### config.mk
export PLATFORM = sky130hd
export DESIGN_NAME = multicycle_control_unit
export DESIGN_NICKNAME = d
export VERILOG_FILES = /design/src/rtl/multicycle_control_unit.sv
export SDC_FILE = /design/constraint.sdc
export NUM_CORES = 1
export LEC_CHECK = 0
export ABC_AREA = 1
export ABC_CLOCK_PERIOD_IN_PS = 1300
export CORE_AREA = 8 8 76 52
export CTS_CLUSTER_DIAMETER = 200
export DETAILED_ROUTE_END_ITERATION = 8
export DIE_AREA = 0 0 84 60
export HOLD_SLACK_MARGIN = 0.15
export PLACE_DENSITY = 0.79
export SYNTH_ARGS = -nofsm -noshare
export SYNTH_HDL_FRONTEND = slang
export SYNTH_SLANG_ARGS = --single-unit
### constraint.sdc
create_clock -name clk -period 1.3 [get_ports clk]
set_clock_uncertainty 0.2 [all_clocks]
set_input_delay 0.13 -clock clk [delete_from_list [all_inputs] [get_ports clk]]
set_output_delay 0.13 -clock clk [all_outputs]
set_load 0.005 [all_outputs]
### src/rtl/multicycle_control_unit.sv
// Multicycle ARM-style control FSM: sequences fetch/decode/execute and drives datapath controls.
// Latency: LDR 5, STR 4, DP 4, B 3, illegal 2 cycles; no backpressure, advances every clock.
module multicycle_control_unit #(
    parameter int         ALU_CTRL_W = 3,
    parameter logic [3:0] PC_REG     = 4'd15
) (
    input  logic                  clk,
    input  logic                  rst,
    input  logic [3:0]            cond,
    input  logic [1:0]            op,
    input  logic [5:0]            funct,
    input  logic [3:0]            rd,
    input  logic [3:0]            alu_flags,
    output logic                  pc_we,
    output logic                  adr_src,
    output logic                  mem_we,
    output logic                  ir_we,
    output logic                  reg_we,
    output logic [1:0]            alu_src_a,
    output logic [1:0]            alu_src_b,
    output logic [1:0]            result_src,
    output logic [1:0]            imm_src,
    output logic [1:0]            reg_src,
    output logic [ALU_CTRL_W-1:0] alu_ctrl,
    output logic [3:0]            flags,
    output logic [3:0]            state
);

    generate
        if (ALU_CTRL_W < 3) begin : g_bad_width
            $error("multicycle_control_unit: ALU_CTRL_W must be at least 3");
        end
    endgenerate

    typedef enum logic [3:0] {
        S_FETCH  = 4'd0,
        S_DECODE = 4'd1,
        S_MEMADR = 4'd2,
        S_MEMRD  = 4'd3,
        S_MEMWB  = 4'd4,
        S_MEMWR  = 4'd5,
        S_EXECR  = 4'd6,
        S_EXECI  = 4'd7,
        S_ALUWB  = 4'd8,
        S_BRANCH = 4'd9
    } state_t;

    localparam logic [2:0] ALU_ADD = 3'd0;
    localparam logic [2:0] ALU_SUB = 3'd1;
    localparam logic [2:0] ALU_AND = 3'd2;
    localparam logic [2:0] ALU_ORR = 3'd3;
    localparam logic [2:0] ALU_EOR = 3'd4;

    state_t state_r;
    state_t state_nxt;

    logic       is_imm;
    logic [3:0] cmd;
    logic       s_l;
    logic       rd_is_pc;

    assign is_imm   = funct[5];
    assign cmd      = funct[4:1];
    assign s_l      = funct[0];
    assign rd_is_pc = (rd == PC_REG);

    // Data-processing command decode
    logic [2:0] dec_alu;
    logic       dec_known;
    logic       dec_wb;
    logic       dec_logic;
    logic       dec_cmp;

    always_comb begin
        dec_alu   = ALU_ADD;
        dec_known = 1'b1;
        dec_wb    = 1'b1;
        dec_logic = 1'b0;
        dec_cmp   = 1'b0;
        case (cmd)
            4'b0100: dec_alu = ALU_ADD;
            4'b0010: dec_alu = ALU_SUB;
            4'b0000: begin
                dec_alu   = ALU_AND;
                dec_logic = 1'b1;
            end
            4'b1100: begin
                dec_alu   = ALU_ORR;
                dec_logic = 1'b1;
            end
            4'b0001: begin
                dec_alu   = ALU_EOR;
                dec_logic = 1'b1;
            end
            4'b1010: begin
                dec_alu = ALU_SUB;
                dec_wb  = 1'b0;
                dec_cmp = 1'b1;
            end
            default: begin
                dec_alu   = ALU_ADD;
                dec_known = 1'b0;
                dec_wb    = 1'b0;
            end
        endcase
    end

    // Condition check against the architectural (registered) flags
    logic flag_n;
    logic flag_z;
    logic flag_c;
    logic flag_v;
    logic cond_ex;

    assign {flag_n, flag_z, flag_c, flag_v} = flags;

    always_comb begin
        cond_ex = 1'b0;
        case (cond)
            4'b0000: cond_ex = flag_z;
            4'b0001: cond_ex = ~flag_z;
            4'b0010: cond_ex = flag_c;
            4'b0011: cond_ex = ~flag_c;
            4'b0100: cond_ex = flag_n;
            4'b0101: cond_ex = ~flag_n;
            4'b0110: cond_ex = flag_v;
            4'b0111: cond_ex = ~flag_v;
            4'b1000: cond_ex = flag_c & ~flag_z;
            4'b1001: cond_ex = ~(flag_c & ~flag_z);
            4'b1010: cond_ex = (flag_n == flag_v);
            4'b1011: cond_ex = (flag_n != flag_v);
            4'b1100: cond_ex = ~flag_z & (flag_n == flag_v);
            4'b1101: cond_ex = ~(~flag_z & (flag_n == flag_v));
            4'b1110: cond_ex = 1'b1;
            default: cond_ex = 1'b0;
        endcase
    end

    logic in_exec;
    logic flag_upd;

    assign in_exec  = (state_r == S_EXECR) || (state_r == S_EXECI);
    assign flag_upd = in_exec & dec_known & (s_l | dec_cmp) & cond_ex;

    always_ff @(posedge clk) begin
        if (rst) begin
            state_r <= S_FETCH;
            flags   <= 4'b0000;
        end else begin
            state_r <= state_nxt;
            if (flag_upd) begin
                // Logical ops only produce N and Z; C and V keep their old values
                if (dec_logic) flags <= {alu_flags[3:2], flags[1:0]};
                else           flags <= alu_flags;
            end
        end
    end

    assign state = state_r;

    always_comb begin
        state_nxt = S_FETCH;
        case (state_r)
            S_FETCH:  state_nxt = S_DECODE;
            S_DECODE: begin
                case (op)
                    2'b00:   state_nxt = is_imm ? S_EXECI : S_EXECR;
                    2'b01:   state_nxt = S_MEMADR;
                    2'b10:   state_nxt = S_BRANCH;
                    default: state_nxt = S_FETCH;
                endcase
            end
            S_MEMADR: state_nxt = s_l ? S_MEMRD : S_MEMWR;
            S_MEMRD:  state_nxt = S_MEMWB;
            S_EXECR:  state_nxt = S_ALUWB;
            S_EXECI:  state_nxt = S_ALUWB;
            default:  state_nxt = S_FETCH;
        endcase
    end

    assign imm_src = op;
    assign reg_src = {(op == 2'b01) & ~s_l, (op == 2'b10)};

    always_comb begin
        pc_we      = 1'b0;
        adr_src    = 1'b0;
        mem_we     = 1'b0;
        ir_we      = 1'b0;
        reg_we     = 1'b0;
        alu_src_a  = 2'b00;
        alu_src_b  = 2'b00;
        result_src = 2'b00;
        alu_ctrl   = '0;
        case (state_r)
            S_FETCH: begin
                ir_we      = 1'b1;
                pc_we      = 1'b1;
                alu_src_a  = 2'b01;
                alu_src_b  = 2'b10;
                result_src = 2'b10;
            end
            S_DECODE: begin
                alu_src_a  = 2'b01;
                alu_src_b  = 2'b10;
                result_src = 2'b10;
            end
            S_MEMADR: begin
                alu_src_b = 2'b01;
            end
            S_MEMRD: begin
                adr_src = 1'b1;
            end
            S_MEMWB: begin
                result_src = 2'b01;
                reg_we     = cond_ex;
                pc_we      = cond_ex & rd_is_pc;
            end
            S_MEMWR: begin
                adr_src = 1'b1;
                mem_we  = cond_ex;
            end
            S_EXECR: begin
                alu_ctrl = ALU_CTRL_W'(dec_alu);
            end
            S_EXECI: begin
                alu_src_b = 2'b01;
                alu_ctrl  = ALU_CTRL_W'(dec_alu);
            end
            S_ALUWB: begin
                reg_we = cond_ex & dec_wb;
                pc_we  = cond_ex & dec_wb & rd_is_pc;
            end
            S_BRANCH: begin
                alu_src_b  = 2'b01;
                result_src = 2'b10;
                pc_we      = cond_ex;
            end
            default: ;
        endcase
        // Reset overrides every architectural write, whatever state is held
        if (rst) begin
            pc_we  = 1'b0;
            ir_we  = 1'b0;
            reg_we = 1'b0;
            mem_we = 1'b0;
        end
    end

endmodule

Word level (Yosys, flattened, before mapping)
Cells that the tools add are included.
W data, S select, Z words.
{"block": "word_totals", "register_bits": 8, "in_bits": 22, "elab_cells": 92}
{"block": "classes", "n_eq_ne": 33, "mux": 23, "n_bitwise": 18, "reduce_logical": 15}
{"op": "$eq A4 B4 Y1 const B", "count": 12}
{"op": "$eq A4 B3 Y1 const B", "count": 9}
{"op": "$eq A4 B2 Y1 const B", "count": 5}
{"op": "$pmux W4 S5", "count": 1}
{"op": "$pmux W1 S15", "count": 1}
{"op": "$mux W1", "count": 13}
{"op": "$eq A4 B1 Y1 const B", "count": 3}
{"op": "$logic_not A4 Y1", "count": 3}
{"op": "$pmux W3 S4", "count": 1}
{"op": "$pmux W4 S3", "count": 1}
{"op": "$and A1 B1 Y1", "count": 9}
{"op": "$reduce_or A3 Y1", "count": 3}
{"op": "$not A1 Y1", "count": 8}
{"op": "$pmux W2 S2", "count": 2}
{"op": "$reduce_or A2 Y1", "count": 4}
{"op": "$mux W3", "count": 2}
{"op": "$reduce_or A6 Y1", "count": 1}
{"op": "$reduce_or A5 Y1", "count": 1}
{"op": "$pmux W1 S4", "count": 1}
{"op": "$eq A2 B1 Y1 const B", "count": 1}
{"op": "$eq A2 B2 Y1 const B", "count": 1}
{"op": "$logic_not A2 Y1", "count": 1}
{"op": "$pmux W1 S2", "count": 1}
{"op": "$reduce_and A2 Y1", "count": 1}
{"op": "4 further kinds", "count": 4}

Depth between registers and ports, before layout
Gate-level depths: netlist of the first run.
{"block": "logic_depth", "ltp_word": 8, "ltp_mapped": 11, "ltp_nobuf": 11}

Worst setup path after synthesis of the first run
OpenSTA, ideal clock, no wires.
{"block": "synth_timing", "path_type": "reg-to-reg", "from": "register flags[3]", "to": "register flags[3]", "setup_ps": 113, "t_arrival_ps": 1170, "t_required_ps": 987, "slack_ps": -183, "path_stages_with_launch": 12, "path_buffers": 0, "cell_sequence": "dfxtp_1 > inv_2 > nand2_1 > nand3_1 > nand2_1 > nand2_1 > nor2_2 > nand3_4 > nand2_4 > inv_2 > nor2_1 > nor2_1"}
{"block": "synth_via", "elab_chain_cells": 5, "word_cells_on_any_way": 7}
{"item": "from (decl)", "line_no": "25", "text": "output logic [3:0] flags,"}
{"item": "from (signal assigned)", "line_no": "153", "text": "if (dec_logic) flags <= {alu_flags[3:2], flags[1:0]};"}
{"item": "from (signal assigned)", "line_no": "154", "text": "else flags <= alu_flags;"}
{"item": "$eq A1 B1 Y1", "line_no": "130, 132, 133"}
{"item": "$and A1 B1 Y1", "line_no": "132, 133"}
{"item": "$not A1 Y1", "line_no": "133", "text": "4'b1101: cond_ex = ~(~flag_z & (flag_n == flag_v));"}
{"item": "$pmux W1 S15 (*)", "line_no": "119", "text": "case (cond)"}
{"item": "$and A1 B1 Y1 (*)", "line_no": "143", "text": "assign flag_upd = in_exec & dec_known & (s_l | dec_cmp) & cond_ex;"}
Every way passes the cells marked *; elsewhere a longest branch is shown, timed or not.
A chain may end at the register's enable or synchronous reset.

Worst setup path in the final report of the first run
{"block": "layout_timing", "from": "register flags[3]", "to": "output port reg_we"}
{"block": "layout_via", "elab_chain_cells": 7, "word_cells_on_any_way": 9}
{"item": "$eq A1 B1 Y1", "line_no": "130, 132, 133"}
{"item": "$and A1 B1 Y1", "line_no": "132, 133"}
{"item": "$not A1 Y1", "line_no": "133"}
{"item": "$pmux W1 S15 (*)", "line_no": "119"}
{"item": "$and A1 B1 Y1", "line_no": "230", "text": "reg_we = cond_ex & dec_wb;"}
{"item": "$pmux W1 S2 (*)", "line_no": "194", "text": "case (state_r)"}
{"item": "$mux W1 (*)", "line_no": "241", "text": "if (rst) begin"}
{"item": "to (decl)", "line_no": "18", "text": "output logic reg_we,"}
Marks and branches as above.

==> flow_summary.toml, run 1 <==
[run_status]
status = "finished, violations left"
violations = "negative setup slack"

[power_and_ir_drop]
p_int_w = 0.000753
pwr-share-clk_pct = 25.5
leakagePower_nw = 1.12
ir_worst_vdd_v = 0.000303
power.total_w = 0.00118
p_seq_share_pct = 22.3
p_per_area_nw_per_um2 = 530
p_comb_share_pct = 52.2
power.switching_w = 0.000429
p_sw_share_pct = 36.3

[route]
wirelength_um = 5540
vias = 1682
postRouteAntennaNets = 0
drc_errors = 0
drt_iter0_markers = 108
drtPass1Iterations = 4
via_per_inst = 5.29
wire_per_inst_um = 17.4

[sta]
hold_viol_final = 0
fin_ws_ns = -0.536
slew_viol_final = 0
fin_tns_setup_ns = -6.87
fmax_mhz = 545
period_minus_slack_ns = 1.84
rsz0062_at_grt = "true"
finalSetupViolations = 21
finalCritPeriodShare_pct = 141

[finish]
area_delta_synth_final_pct = 132
drive_gt1_share_pct = 63.5
final_util_pct = 75.8
num-nets-final = 306
n_antenna_cell = 0

[clock_tree]
clock_sinks = 8
cts.clk_slew.worst_paths_ns = 0.04
cts_hold_buffers = 0
cts-buffers-inserted = 3
clk_latency_ns = 0.23
ctsRootBufferMaster = "clkbuf_8"
clock_path_buffers = 2
htreeDepth = 1
cts_tree = "yes"

[synthesis]
synth_area_um2 = 961
synth_cells = 177
ys.flop_type = "dfxtp_1"
ys_types = 26
yosysMostFrequentCell = "nand2_1"
synth_commonest_cells = "nand2_1 (48), nor2_1 (28), inv_1 (23)"
synth_nets = 199
synth-seq-cells = 8
synth-async-reset-ratio_pct = 0
syn-mean-instance-area_um2 = 5.43
ys_warn_count = 0
synthDominantCellAreaShare_pct = 18.8
ys_seq_area_share_pct = 16.7
synth_edf_count = 0
ys_top_cells_by_area = "nand2_1 (19%), dfxtp_1 (17%), nor2_1 (11%)"
synth_area_leader_cell = "nand2_1"

[global_routing]
antenna_found_initial = 0
grt_use_met3_pct = 3.27
met2_usage_pct = 32.1
grt_pass1_wl_um = 7080
grt-busiest-layer = "met2"
grt.overflow.total = 0
track_usage_pct = 17.1
grt_max_degree = 6
grt_pass1_vias = 1534
grtUsageMet1_pct = 19.4

[floorplanning]
top_level_ports = 48
initial_core_util_pct = 32.7
num_rows = 16
dieArea_um2 = 5040
die_w_um = 84
die_h_um = 60
fp.coreArea_um2 = 2940

[placed_design]
portBuffers = 46
hpwlAfterDp_um = 2970
place_congestion = 0.849

[critical_path]
start_kind = "register"
crit_type = "reg -> out"
required_ns = 0.97
reg2reg_depth = 12
cp-end-kind = "primary output"
r2r_setup_slack_ns = -0.45
reg2reg_to = "flags[3]"
r2r_start = "flags[3]"
cp-startpoint = "flags[3]"
crit_path_max_fanout = 5
crit_path_end = "reg_we"
cp.arrival_ns = 1.51

[flow_run]
max_cap_violations = 0

[min_path]
hold_path.class = "in -> reg"
-- cells by family after synthesis --
group	after synthesis	share of synthesized area (%)
DFF	8	16.7
and+or+nand+nor	116	57.8
buffers and inverters	38	16.1
other	1	0.390
AOI/OAI and AO/OA	14	8.98
-- flip-flops by register name, summed over array words and instances (netlist names) --
register and count:
state 4, flags 4
-- area by class of cell --
cell class,count,area (um2)
Tap cell,36,45.0
Inverter,34,155
Sequential cell,8,188
Timing Repair Buffer,106,883
Clock buffer,3,41.3
Multi-Input combinational cell,131,917
Fill cell,183,713
-- stage by stage --
| step | hold WS [ns] | setup slack, ns | instance area (um2) | std cells |
|---|---|---|---|---|
| after floorplan | -0.000934 | -0.122 | 966 | 177 |
| after global placement | 0.311 | -1.02 | 1740 | 294 |
| final | 0.157 | -0.536 | 2230 | 318 |
| after CTS | 0.302 | -0.415 | 1950 | 312 |
| after detailed placement | 0.320 | -1.06 | 1740 | 294 |
| after global routing | 0.178 | -0.592 | 2230 | 318 |
-- power by group through the flow --
stage / Sequential, W / Clock (W) / Combinational, W
final: 0.000263 / 0.000302 / 0.000617
after global routing: 0.000263 / 0.000315 / 0.000654
after CTS: 0.000259 / 0.000297 / 0.000496
after detailed placement: 0.000268 / 0 / 0.000449
after global placement: 0.000268 / 0 / 0.000441
after floorplan: 0.000266 / 0 / 0.000171
-- timing repair --
action,CTS,global route
pin swaps,21,32
buffers inserted,19,10
resized for setup,139,76
endpoints found under the setup margin,33,27
-- critical path, stage by stage (launching register included) --
cell and delay [ns]:
dfxtp_4 0.40, inv_4 0.06, nand2_2 0.06, nand2_2 0.07, nand2_2 0.08, nand2_2 0.07, a21oi_2 0.15, nand3_4 0.12
nand2_4 0.10, a21oi_2 0.04, buf_2 0.13
-- per-layer routing --
layer / up-vias / wire length [um]
met1: 781 / 2070
met2: 103 / 2720
met3: 38 / 346
met4: 0 / 407
met5: - / 0
li1: 760 / -
-- how the worst min path moves through the flow --
stage | from | cells past startpoint | slack, ns | end
6_report | funct[0] | 4 | 0.16 | state[2]
4_1_cts | op[1] | 5 | 0.30 | state[1]
3_3_place_gp | flags[3] | 2 | 0.31 | flags[3]
5_1_grt | funct[0] | 4 | 0.18 | state[2]
2_1_floorplan | rst | 1 | -0.0009 | state[3]
3_5_place_dp | flags[3] | 2 | 0.32 | flags[3]
-- layout by cell type, fill, tap and decap left out, types with 3 or more instances in the layout --
cell             count
buf_4               46
inv_2                9
nand2_4              4
dlygate4sd2_1        7
buf_2               14
nor2_2              10
a21oi_2              5
inv_1               15
dfxtp_4              7
nor2_1              14
nand2_2             16
nand3_2             12
inv_4                9
nand4_1              3
clkdlybuf4s50_1     11
nand2_1             28
clkbuf_8             3
clkdlybuf4s15_1      7
buf_6               15
nor2_4              13
nand3_1             10
No activity file was read; power rests on OpenSTA's default activity.
==> run 2, diff against run 1 <==
--- a/config.mk
+++ b/config.mk
@@ -7,12 +7,12 @@
 export LEC_CHECK = 0
 export ABC_AREA = 1
 export ABC_CLOCK_PERIOD_IN_PS = 1300
-export CORE_AREA = 8 8 76 52
+export CORE_AREA = 8 8 90 60
 export CTS_CLUSTER_DIAMETER = 200
 export DETAILED_ROUTE_END_ITERATION = 8
-export DIE_AREA = 0 0 84 60
+export DIE_AREA = 0 0 98 68
 export HOLD_SLACK_MARGIN = 0.15
-export PLACE_DENSITY = 0.79
+export PLACE_DENSITY = 0.6
 export SYNTH_ARGS = -nofsm -noshare
 export SYNTH_HDL_FRONTEND = slang
 export SYNTH_SLANG_ARGS = --single-unit
==> flow_summary.toml, run 2 (synthesized netlist as in run 1, its figures left out) <==
[critical_path]
cp.depth = 8
reg2reg_depth = 10
cp.arrival_ns = 1.40
crit_type = "reg -> out"
path_cells = "buf_4 -> nand2_2 -> nand3_2 -> a21oi_2 -> nand3_4 -> nand2_2 -> nor2_1 -> buf_2"
start_kind = "register"
r2r_start = "flags[0]"
cp_slowest_cell = "dfxtp_4"
cpMostUsedCell = "nand2_2"
crit_path_max_fanout = 4
cp-startpoint = "flags[0]"
max_stage_delay_ns = 0.36
cp-end-kind = "primary output"
crit_family = "simple AND/OR/NAND/NOR gates"
required_ns = 0.97
worst-path-buf-inv = 2

[finish]
num-nets-final = 299
stdcell_area_um2 = 2090
n_antenna_cell = 0
layout_common_cells = "buf_4 (40), nand2_1 (34), nor2_1 (20)"
n_fill_cell = 419
area_delta_synth_final_pct = 118
final_common_cell = "buf_4"
drive_gt1_share_pct = 56.4

[sta]
fin_ws_ns = -0.429
finalCritPeriodShare_pct = 133
finalSetupViolations = 21
period_minus_slack_ns = 1.73
rsz0062_at_grt = "true"
slew_viol_final = 0
fmax_mhz = 578
hold_viol_final = 0

[route]
postRouteAntennaNets = 0
wire_per_inst_um = 11.9
drt_iter0_markers = 81
drtPass1Iterations = 4
vias = 1407
wirelength_um = 3900
via_per_inst = 4.30
drc_errors = 0

[run_status]
status = "finished, violations left"
violations = "negative setup slack"

[min_path]
hold_path_depth = 4
hp-start = "funct[0]"
hold_path.class = "in -> reg"

[global_routing]
grt_pass1_wl_um = 6370
grt_max_degree = 7
grt_pass1_vias = 1375
antenna_found_initial = 0
track_usage_pct = 11.5
grt.overflow.total = 0

[power_and_ir_drop]
p_per_area_nw_per_um2 = 521
leakagePower_nw = 1.08
ir_worst_vdd_v = 0.000241
power.total_w = 0.00109

[clock_tree]
cts_tree = "yes"
clock_path_buffers = 2
ctsRootBufferMaster = "clkbuf_8"
clk_latency_ns = 0.22
cts.clk_slew.worst_paths_ns = 0.04
cts-buffers-inserted = 3
htreeDepth = 1
clock_sinks = 8

[placed_design]
place_ws_ns = -1.04
hpwlAfterDp_um = 2950
portBuffers = 46
place_area_um2 = 1780
place_congestion = 0.833

[floorplanning]
dieArea_um2 = 6660
die_h_um = 68
fp.coreArea_um2 = 4210
num_rows = 19
initial_core_util_pct = 22.8
die_w_um = 98
top_level_ports = 48

[flow_run]
max_cap_violations = 0
[run 2: area by class of cell]
class                   instances  area (um2)  area share [%]
well taps                      52        65.1            3.11
flip-flops and latches          8         179            8.54
multi-input cells             131         835            39.8
inverters                      34         138            6.57
clock buffers                   3        41.3            1.97
repair buffers                 99         837            40.0
[run 2: through the flow]
step	util [%]	hold slack, ns	cells	setup TNS, ns
finish	49.8	0.120	327	-5.22
floorplan	-	-0.000934	177	-0.584
detailed placement	42.3	0.333	313	-12.43
CTS	46.7	0.255	323	-4.68
global placement	42.3	0.336	313	-12.29
global route	49.8	0.172	327	-6.88
[run 2: worst min-delay path, stage by stage]
cell	delay (ns)
dlymetal6s2s_1	0.15
o211ai_1	0.13
nand2_1	0.06
inv_1	0.03
[run 2: path summary, 6_finish.rpt]
check / endpoint / slack (ns)
setup / recovery: mem_we / -0.43
hold / removal: state[2] / 0.12
setup reg to reg: flags[2] / -0.32
hold reg to reg: flags[3] / 0.35
[run 2: per-layer routing]
layer / up-vias / track usage [%] / wire length [um] / part of all wire, %
met3: 2 / 2.03 / 167 / 4.3
li1: 751 / - / - / -
met5: - / 0 / 0 / 0
met2: 25 / 18.8 / 1820 / 47
met1: 629 / 15.2 / 1880 / 48
met4: 0 / 4.05 / 29 / 0.74
[run 2: report_power, final]
group / leakage [nW] / switching [W] / internal (W) / total (W)
combinational: 0.989 / 0.000260 / 0.000281 / 0.000542
clock: 0.0216 / 0.0000892 / 0.000200 / 0.000289
sequential: 0.0693 / 0.00000928 / 0.000250 / 0.000260
[run 2: what timing repair did]
item	4_1_cts	5_1_grt
hold buffers	0	0
setup endpoints to repair	33	27
buffers inserted	10	4
pin swaps	24	17
gates resized for setup	140	36
